**src/rtl/sd_init_sequencer_pkg.sv**
```systemverilog
// Shared constants, state/command-select enums and command decode helpers for the
// SD card identification sequencer.
package sd_init_sequencer_pkg;

    localparam logic RSP_TYPE_SHORT = 1'b0;
    localparam logic RSP_TYPE_LONG  = 1'b1;

    localparam logic [5:0] CMD_GO_IDLE          = 6'd0;
    localparam logic [5:0] CMD_ALL_SEND_CID     = 6'd2;
    localparam logic [5:0] CMD_SEND_RCA         = 6'd3;
    localparam logic [5:0] CMD_SEND_IF_COND     = 6'd8;
    localparam logic [5:0] ACMD_SD_SEND_OP_COND = 6'd41;
    localparam logic [5:0] CMD_APP_CMD          = 6'd55;

    localparam logic [7:0] ERR_NONE         = 8'h00;
    localparam logic [7:0] ERR_NO_CARD      = 8'h01;
    localparam logic [7:0] ERR_CMD_TIMEOUT  = 8'h02;
    localparam logic [7:0] ERR_VOLTAGE      = 8'h03;
    localparam logic [7:0] ERR_INIT_TIMEOUT = 8'h04;

    localparam logic [31:0] CMD8_ARG = 32'h0000_01AA;

    typedef enum logic [2:0] {
        ST_IDLE, ST_ISSUE, ST_WAIT_RSP, ST_EVAL, ST_GAP, ST_DONE, ST_ERROR
    } state_e;

    typedef enum logic [2:0] {
        SEL_CMD0, SEL_CMD8, SEL_CMD55, SEL_ACMD41, SEL_CMD2, SEL_CMD3
    } cmd_sel_e;

    function automatic logic [5:0] cmd_index(input cmd_sel_e sel);
        case (sel)
            SEL_CMD8:   return CMD_SEND_IF_COND;
            SEL_CMD55:  return CMD_APP_CMD;
            SEL_ACMD41: return ACMD_SD_SEND_OP_COND;
            SEL_CMD2:   return CMD_ALL_SEND_CID;
            SEL_CMD3:   return CMD_SEND_RCA;
            default:    return CMD_GO_IDLE;
        endcase
    endfunction

    // HCS is only requested from cards that proved v2 support via CMD8.
    function automatic logic [31:0] cmd_arg(input cmd_sel_e sel, input logic v2);
        case (sel)
            SEL_CMD8:   return CMD8_ARG;
            SEL_ACMD41: return {1'b0, v2, 6'b0, 24'hFF8000};
            default:    return 32'h0;
        endcase
    endfunction

endpackage

```
**src/rtl/sd_init_sequencer_cmd_timer.sv**
```systemverilog
// Loadable 16-bit saturating cycle timer; o_expire flags the cycle the count
// reaches i_limit-1 while enabled.
module sd_cmd_timer (
    input  logic        clk,
    input  logic        rst,
    input  logic        i_load,
    input  logic [15:0] i_load_val,
    input  logic        i_enable,
    input  logic [15:0] i_limit,
    output logic [15:0] o_count,
    output logic        o_expire
);

    logic [15:0] count_q, count_d;

    always_comb begin
        count_d = count_q;
        if (i_load)
            count_d = i_load_val;
        else if (i_enable && (count_q != 16'hFFFF))
            count_d = count_q + 16'd1;
    end

    always_ff @(posedge clk) begin
        if (rst) count_q <= '0;
        else     count_q <= count_d;
    end

    assign o_count  = count_q;
    assign o_expire = i_enable && !i_load && (count_q == (i_limit - 16'd1));

endmodule

```
**src/rtl/sd_init_sequencer.sv**
```systemverilog
// SD card identification sequencer: CMD0, CMD8, (CMD55+ACMD41)*, CMD2, CMD3.
// Define SD_INIT_CID_CAPTURE_EN to add the o_cid port holding the CMD2 response.
module sd_init_sequencer
    import sd_init_sequencer_pkg::*;
#(
    parameter logic [15:0] TIMEOUT_CYCLES = 16'd50000,
    parameter logic [9:0]  ACMD41_RETRIES = 10'd1000,
    parameter logic [7:0]  GAP_CYCLES     = 8'd8
) (
    input  logic         clk,
    input  logic         rst,
    input  logic         i_start,
    input  logic         i_card_detect,
    output logic         o_busy,
    output logic         o_done,
    output logic         o_error_flag,
    output logic [7:0]   o_error,
    output logic         o_ccs,
    output logic         o_v2_card,
    output logic [31:0]  o_ocr,
    output logic [15:0]  o_rca,
    output logic         o_cmd_en,
    output logic [5:0]   o_cmd,
    output logic [31:0]  o_cmd_arg,
    output logic         o_rsp_type,
    input  logic         i_cmd_finished_en,
    input  logic [7:0]   i_cmd_error,
    input  logic [127:0] i_rsp
`ifdef SD_INIT_CID_CAPTURE_EN
    ,
    output logic [127:0] o_cid
`endif
);

    state_e      state_q, state_d;
    cmd_sel_e    sel_q, sel_d;
    logic        cmd_en_q, cmd_en_d;
    logic [5:0]  cmd_q, cmd_d;
    logic [31:0] arg_q, arg_d;
    logic        rsp_type_q, rsp_type_d;
    logic        v2_q, v2_d;
    logic        ccs_q, ccs_d;
    logic [31:0] ocr_q, ocr_d;
    logic [15:0] rca_q, rca_d;
    logic [7:0]  error_q, error_d;
    logic [31:0] payload_q, payload_d;
    logic [7:0]  rsp_err_q, rsp_err_d;
    logic        timeout_q, timeout_d;
    logic [9:0]  retry_q, retry_d;
    logic [9:0]  retry_next;
    logic [7:0]  gap_q, gap_d;
`ifdef SD_INIT_CID_CAPTURE_EN
    logic [127:0] cid_q, cid_d;
`endif

    logic        busy;
    logic        timer_load;
    logic        timer_expire;
    logic [15:0] timer_count;
    logic        unused_bits;

    sd_cmd_timer u_timer (
        .clk        (clk),
        .rst        (rst),
        .i_load     (timer_load),
        .i_load_val (16'd0),
        .i_enable   (state_q == ST_WAIT_RSP),
        .i_limit    (TIMEOUT_CYCLES),
        .o_count    (timer_count),
        .o_expire   (timer_expire)
    );

    assign busy        = (state_q == ST_ISSUE) || (state_q == ST_WAIT_RSP) ||
                         (state_q == ST_EVAL)  || (state_q == ST_GAP);
    assign retry_next  = (retry_q == 10'h3FF) ? retry_q : retry_q + 10'd1;
    assign unused_bits = ^{i_rsp[127:32], timer_count};

    always_comb begin
        state_d    = state_q;
        sel_d      = sel_q;
        cmd_en_d   = cmd_en_q;
        cmd_d      = cmd_q;
        arg_d      = arg_q;
        rsp_type_d = rsp_type_q;
        v2_d       = v2_q;
        ccs_d      = ccs_q;
        ocr_d      = ocr_q;
        rca_d      = rca_q;
        error_d    = error_q;
        payload_d  = payload_q;
        rsp_err_d  = rsp_err_q;
        timeout_d  = timeout_q;
        retry_d    = retry_q;
        gap_d      = gap_q;
        timer_load = 1'b0;
`ifdef SD_INIT_CID_CAPTURE_EN
        cid_d      = cid_q;
`endif

        case (state_q)
            ST_IDLE, ST_DONE, ST_ERROR: begin
                if (i_start && i_card_detect) begin
                    v2_d    = 1'b0;
                    ccs_d   = 1'b0;
                    ocr_d   = '0;
                    rca_d   = '0;
                    error_d = ERR_NONE;
                    retry_d = '0;
                    sel_d   = SEL_CMD0;
                    state_d = ST_ISSUE;
`ifdef SD_INIT_CID_CAPTURE_EN
                    cid_d   = '0;
`endif
                end
            end
            ST_ISSUE: begin
                cmd_d      = cmd_index(sel_q);
                arg_d      = cmd_arg(sel_q, v2_q);
                rsp_type_d = (sel_q == SEL_CMD2) ? RSP_TYPE_LONG : RSP_TYPE_SHORT;
                cmd_en_d   = 1'b1;
                timer_load = 1'b1;
                state_d    = ST_WAIT_RSP;
            end
            ST_WAIT_RSP: begin
                if (i_cmd_finished_en) begin
                    payload_d = i_rsp[31:0];
                    rsp_err_d = i_cmd_error;
                    timeout_d = 1'b0;
                    cmd_en_d  = 1'b0;
                    state_d   = ST_EVAL;
`ifdef SD_INIT_CID_CAPTURE_EN
                    if (sel_q == SEL_CMD2) cid_d = i_rsp;
`endif
                end else if (timer_expire) begin
                    rsp_err_d = ERR_NONE;
                    timeout_d = 1'b1;
                    cmd_en_d  = 1'b0;
                    state_d   = ST_EVAL;
                end
            end
            ST_EVAL: begin
                gap_d   = '0;
                state_d = ST_GAP;
                // CMD0 has no response worth judging; anything moves on to CMD8.
                if (sel_q == SEL_CMD0) begin
                    sel_d = SEL_CMD8;
                end else if (rsp_err_q != ERR_NONE) begin
                    error_d = rsp_err_q;
                    state_d = ST_ERROR;
                end else if (timeout_q) begin
                    if (sel_q == SEL_CMD8) begin
                        v2_d  = 1'b0;
                        sel_d = SEL_CMD55;
                    end else begin
                        error_d = ERR_CMD_TIMEOUT;
                        state_d = ST_ERROR;
                    end
                end else begin
                    case (sel_q)
                        SEL_CMD8: begin
                            if (payload_q[11:0] == 12'h1AA) begin
                                v2_d  = 1'b1;
                                sel_d = SEL_CMD55;
                            end else begin
                                error_d = ERR_VOLTAGE;
                                state_d = ST_ERROR;
                            end
                        end
                        SEL_CMD55: sel_d = SEL_ACMD41;
                        SEL_ACMD41: begin
                            ocr_d = payload_q;
                            if (payload_q[31]) begin
                                ccs_d = payload_q[30] & v2_q;
                                sel_d = SEL_CMD2;
                            end else begin
                                retry_d = retry_next;
                                if (retry_next >= ACMD41_RETRIES) begin
                                    error_d = ERR_INIT_TIMEOUT;
                                    state_d = ST_ERROR;
                                end else begin
                                    sel_d = SEL_CMD55;
                                end
                            end
                        end
                        SEL_CMD2: sel_d = SEL_CMD3;
                        SEL_CMD3: begin
                            rca_d   = payload_q[31:16];
                            state_d = ST_DONE;
                        end
                        default: sel_d = SEL_CMD0;
                    endcase
                end
            end
            ST_GAP: begin
                gap_d = gap_q + 8'd1;
                if (gap_q >= (GAP_CYCLES - 8'd1)) state_d = ST_ISSUE;
            end
            default: state_d = ST_IDLE;
        endcase

        // Card removal outranks everything, including a completion in the same cycle.
        if (busy && !i_card_detect) begin
            cmd_en_d = 1'b0;
            error_d  = ERR_NO_CARD;
            state_d  = ST_ERROR;
        end
    end

    always_ff @(posedge clk) begin
        if (rst) begin
            state_q    <= ST_IDLE;
            sel_q      <= SEL_CMD0;
            cmd_en_q   <= 1'b0;
            cmd_q      <= '0;
            arg_q      <= '0;
            rsp_type_q <= RSP_TYPE_SHORT;
            v2_q       <= 1'b0;
            ccs_q      <= 1'b0;
            ocr_q      <= '0;
            rca_q      <= '0;
            error_q    <= ERR_NONE;
            payload_q  <= '0;
            rsp_err_q  <= ERR_NONE;
            timeout_q  <= 1'b0;
            retry_q    <= '0;
            gap_q      <= '0;
`ifdef SD_INIT_CID_CAPTURE_EN
            cid_q      <= '0;
`endif
        end else begin
            state_q    <= state_d;
            sel_q      <= sel_d;
            cmd_en_q   <= cmd_en_d;
            cmd_q      <= cmd_d;
            arg_q      <= arg_d;
            rsp_type_q <= rsp_type_d;
            v2_q       <= v2_d;
            ccs_q      <= ccs_d;
            ocr_q      <= ocr_d;
            rca_q      <= rca_d;
            error_q    <= error_d;
            payload_q  <= payload_d;
            rsp_err_q  <= rsp_err_d;
            timeout_q  <= timeout_d;
            retry_q    <= retry_d;
            gap_q      <= gap_d;
`ifdef SD_INIT_CID_CAPTURE_EN
            cid_q      <= cid_d;
`endif
        end
    end

    assign o_busy       = busy;
    assign o_done       = (state_q == ST_DONE);
    assign o_error_flag = (state_q == ST_ERROR);
    assign o_error      = error_q;
    assign o_ccs        = ccs_q;
    assign o_v2_card    = v2_q;
    assign o_ocr        = ocr_q;
    assign o_rca        = rca_q;
    assign o_cmd_en     = cmd_en_q;
    assign o_cmd        = cmd_q;
    assign o_cmd_arg    = arg_q;
    assign o_rsp_type   = rsp_type_q;
`ifdef SD_INIT_CID_CAPTURE_EN
    assign o_cid        = cid_q;
`endif

endmodule
```
**config.mk**
```make
export PLATFORM = sky130hd
export DESIGN_NAME = sd_init_sequencer
export DESIGN_NICKNAME = d
export VERILOG_FILES = /design/src/rtl/sd_init_sequencer_pkg.sv /design/src/rtl/sd_init_sequencer_cmd_timer.sv /design/src/rtl/sd_init_sequencer.sv
export SDC_FILE = /design/constraint.sdc
export NUM_CORES = 1
export LEC_CHECK = 0
export ABC_AREA = 1
export CORE_UTILIZATION = 35
export CTS_CLUSTER_DIAMETER = 200
export DETAILED_ROUTE_END_ITERATION = 12
export GPL_ROUTABILITY_DRIVEN = 0
export HOLD_SLACK_MARGIN = 0.08
export PLACE_DENSITY_LB_ADDON = 0.08
export SYNTH_ARGS = -nofsm -noshare
export SYNTH_HDL_FRONTEND = slang
export SYNTH_SLANG_ARGS = --single-unit
```
**constraint.sdc**
```tcl
create_clock -name clk -period 2.1 [get_ports clk]
set_input_delay 0.42 -clock clk [delete_from_list [all_inputs] [get_ports clk]]
set_output_delay 0.42 -clock clk [all_outputs]
set_load 0.01 [all_outputs]
```
==> results.toml <==
[timing]
drv_slew = 0
finalHoldViolations = 0
fin_crit_ps = 1950
hold_slack_ps = 452
max_freq_mhz = 514
fin_worst_skew_ps = 13.4
setup_viol = 0
fin_crit_sh = 0.927
fin_ws_ps = 153

[setup_path]
critPathTopFamily = "simple AND/OR/NAND/NOR gates"
cp.required_ps = 2420
rr_startpoint = "state_q[2]"
reg2reg_depth = 11
worst-path-buf-inv = 3
end_kind = "flip-flop"
cp_cell_sequence = "inv_2, nand3_2, inv_2, buf_4, nand2_1, nor2_1, nor3_1, o21a_2, nand3_1, nand2_1, nor2_1"
crit_type = "flip-flop to flip-flop"
cp_max_fo = 16
crit_slowest_cell = "dfxtp_2"
r2r_end = "sel_q[1]"
startpoint_type = "flip-flop"
cp.arrival_ps = 2270
r2r_slack_ps = 150
max_stage_delay_ps = 430

[floorplan]
dieArea_um2 = 20100
io_pins = 242
die_h_um = 142
num_rows = 50
initial_core_util = 0.362
coreArea_um2 = 19000
fp.dieW_um = 142

[cts]
clk_path_buf_depth = 2
htreeDepth = 4
clkTransAtPathRegs_ps = 70
cts_tree = "done"
clockRootBuffer = "clkbuf_16"
cts_made_buffers = 17
clock-sinks = 149
clock_latency_ps = 430

[yosys]
synthArstFlopShare = 0
synthMostInstantiatedCell = "nand2_1"
yosys-top-cells-area = "dfxtp_1 (44%), nand2_1 (8.5%), a21oi_1 (7.4%)"
synth_edf_count = 0
seq_area_frac_synth = 0.435
synth-seq-cells = 149
synthDominantCellAreaShare = 0.435
syn_area_um2 = 6860
synth_top_cell_by_area = "dfxtp_1"
ys_warn_count = 0
yosys_most_used_dff = "dfxtp_1"
synthCells = 958
synthTopCellsByCount = "nand2_1 (156), dfxtp_1 (149), nor2_1 (131)"
synth.avg_cell_area_um2 = 7.16
synth_cell_types = 44

[min_path]
hold_path_depth = 2
hold_end = "payload_q[22]"
min-delay-path-class = "flip-flop to flip-flop"
hold_start = "payload_q[22]"

[power]
peakVddDrop_uv = 709
power_density_nw_per_um2 = 1020
p_leak_nw = 3.55

[finish]
drive_gt1_frac = 0.118
fillers = 1948
layout-area-overhead-vs-synth_pct = 35.0
fin_cells = 1382
antenna_cells = 0
fin_nets = 1257

[routing]
drt_iter0_drc = 373
drc = 0
ant_nets = 0
routed_via_density = 4.71
drt_pre_antenna_iters = 7
wl_mm = 18.7
num_vias = 6504
wl_per_cell_um = 13.5

[grt]
globalRoute.totalOverflow = 0
grt_pass1_vias = 6141
grt_pass1_wl_mm = 30.5
antenna_found_initial = 2
grt_max_degree = 65
grtUsageTotal = 0.192

[placed_design]
dp.cells = 1348
place_worst_setup_slack_ps = -90.5
io_buffers = 128
hpwl_mm = 13.3

[status]
status = "complete, no violations"

[job]
drv_cap = 0
-- stage by stage --
step / area, µm² / power [W] / util / setup TNS [ps]
2_1_floorplan: 6920 / 0.00520 / - / 0
3_5_place_dp: 8620 / 0.00658 / 0.455 / -2320
6_report: 9250 / 0.00948 / 0.488 / 0
5_1_grt: 9250 / 0.0101 / 0.488 / -39.9
3_3_place_gp: 8620 / 0.00659 / 0.455 / -3760
4_1_cts: 9190 / 0.00957 / 0.485 / 0
-- worst max path at each step --
stage / start / endpoint / slack (ps) / cells past startpoint
2_1_floorplan: retry_q[0] / o_error[0] / 170 / 14
3_3_place_gp: i_card_detect / o_ocr[24] / -120 / 12
3_5_place_dp: i_card_detect / o_rca[9] / -90 / 10
4_1_cts: retry_q[0] / o_error[0] / 5 / 14
5_1_grt: retry_q[1] / o_error[0] / -20 / 14
6_report: state_q[2] / sel_q[1] / 150 / 11
-- sequential cells by signal, summed over array words and instances, names as in the netlist --
name,flops
o_ocr,32
payload_q,32
o_rca,16
u_timer.o_count,16
retry_q,10
gap_q,8
o_error,8
rsp_err_q,8
o_cmd,5
o_cmd_arg,3
sel_q,3
state_q,3
o_ccs,1
o_cmd_en,1
o_rsp_type,1
o_v2_card,1
timeout_q,1
-- cell type report --
cell class / count / area [µm²] / share of cell area
clock buffers: 17 / 425 / 0.0460
multi-input cells: 650 / 3200 / 0.345
flip-flops and latches: 149 / 2990 / 0.323
clock inverters: 15 / 140 / 0.0151
repair buffers: 184 / 1780 / 0.192
well taps: 260 / 325 / 0.0352
inverters: 107 / 404 / 0.0437
-- report_power, final --
group / leakage (nW) / switching, W / internal (W)
Combinational: 2.07 / 0.00166 / 0.00132
Sequential: 1.21 / 0.000284 / 0.00328
Clock: 0.276 / 0.00137 / 0.00157
-- placed cells by master (no fill, tap or decap), types with 3 or more instances in the layout --
master / n
nand3_4: 3
nand4_1: 21
buf_12: 6
a311oi_1: 3
conb_1: 17
clkinv_4: 4
nand2_2: 7
o21ai_0: 93
a211oi_1: 3
nand2_1: 149
xor2_1: 3
dfxtp_2: 3
nor3_1: 12
or2_2: 3
nor2_2: 6
inv_8: 6
dfxtp_1: 146
clkbuf_16: 17
nor2_1: 127
buf_4: 50
ha_1: 5
nor3b_1: 3
nand3_1: 59
inv_1: 98
inv_2: 7
a21oi_1: 101
nor2_4: 5
o21ai_1: 3
clkdlybuf4s50_1: 125
-- worst reg2reg max path, delay by kind of cell (launching register included) --
kind	cells	cell delay, ps
DFF	1	430
and+or+nand+nor	7	830
buffers and inverters	3	360
AOI/OAI and AO/OA	1	230
-- per-layer routing --
layer	wire length, µm	global-route usage	vias to the layer above	part of all wire
met3	1100	0.0616	16	0.059
met1	9230	0.252	2944	0.49
li1	-	-	3408	-
met2	8190	0.302	134	0.44
met5	16	0	-	0.00086
met4	161	0.0492	2	0.0086
-- cell families (layout without fill, tap and decap cells) --
family          Yosys count  after routing  share of synthesized area
fa+ha+maj                 7              7                     0.0139
xor+xnor                  4              4                    0.00511
buf+inv                 175            323                      0.115
flops                   149            149                      0.435
compound gates          219            219                      0.169
simple gates            403            403                      0.261
other cells               1             17                   0.000547
-- what timing repair did --
item | 4_1_cts | 5_1_grt
pin swaps | 0 | 3
gates resized for setup | 8 | 17
endpoints found under the setup margin | 12 | 28
setup buffers | 0 | 2
hold buffers | 0 | 0
(Power assumes the default switching activity.)
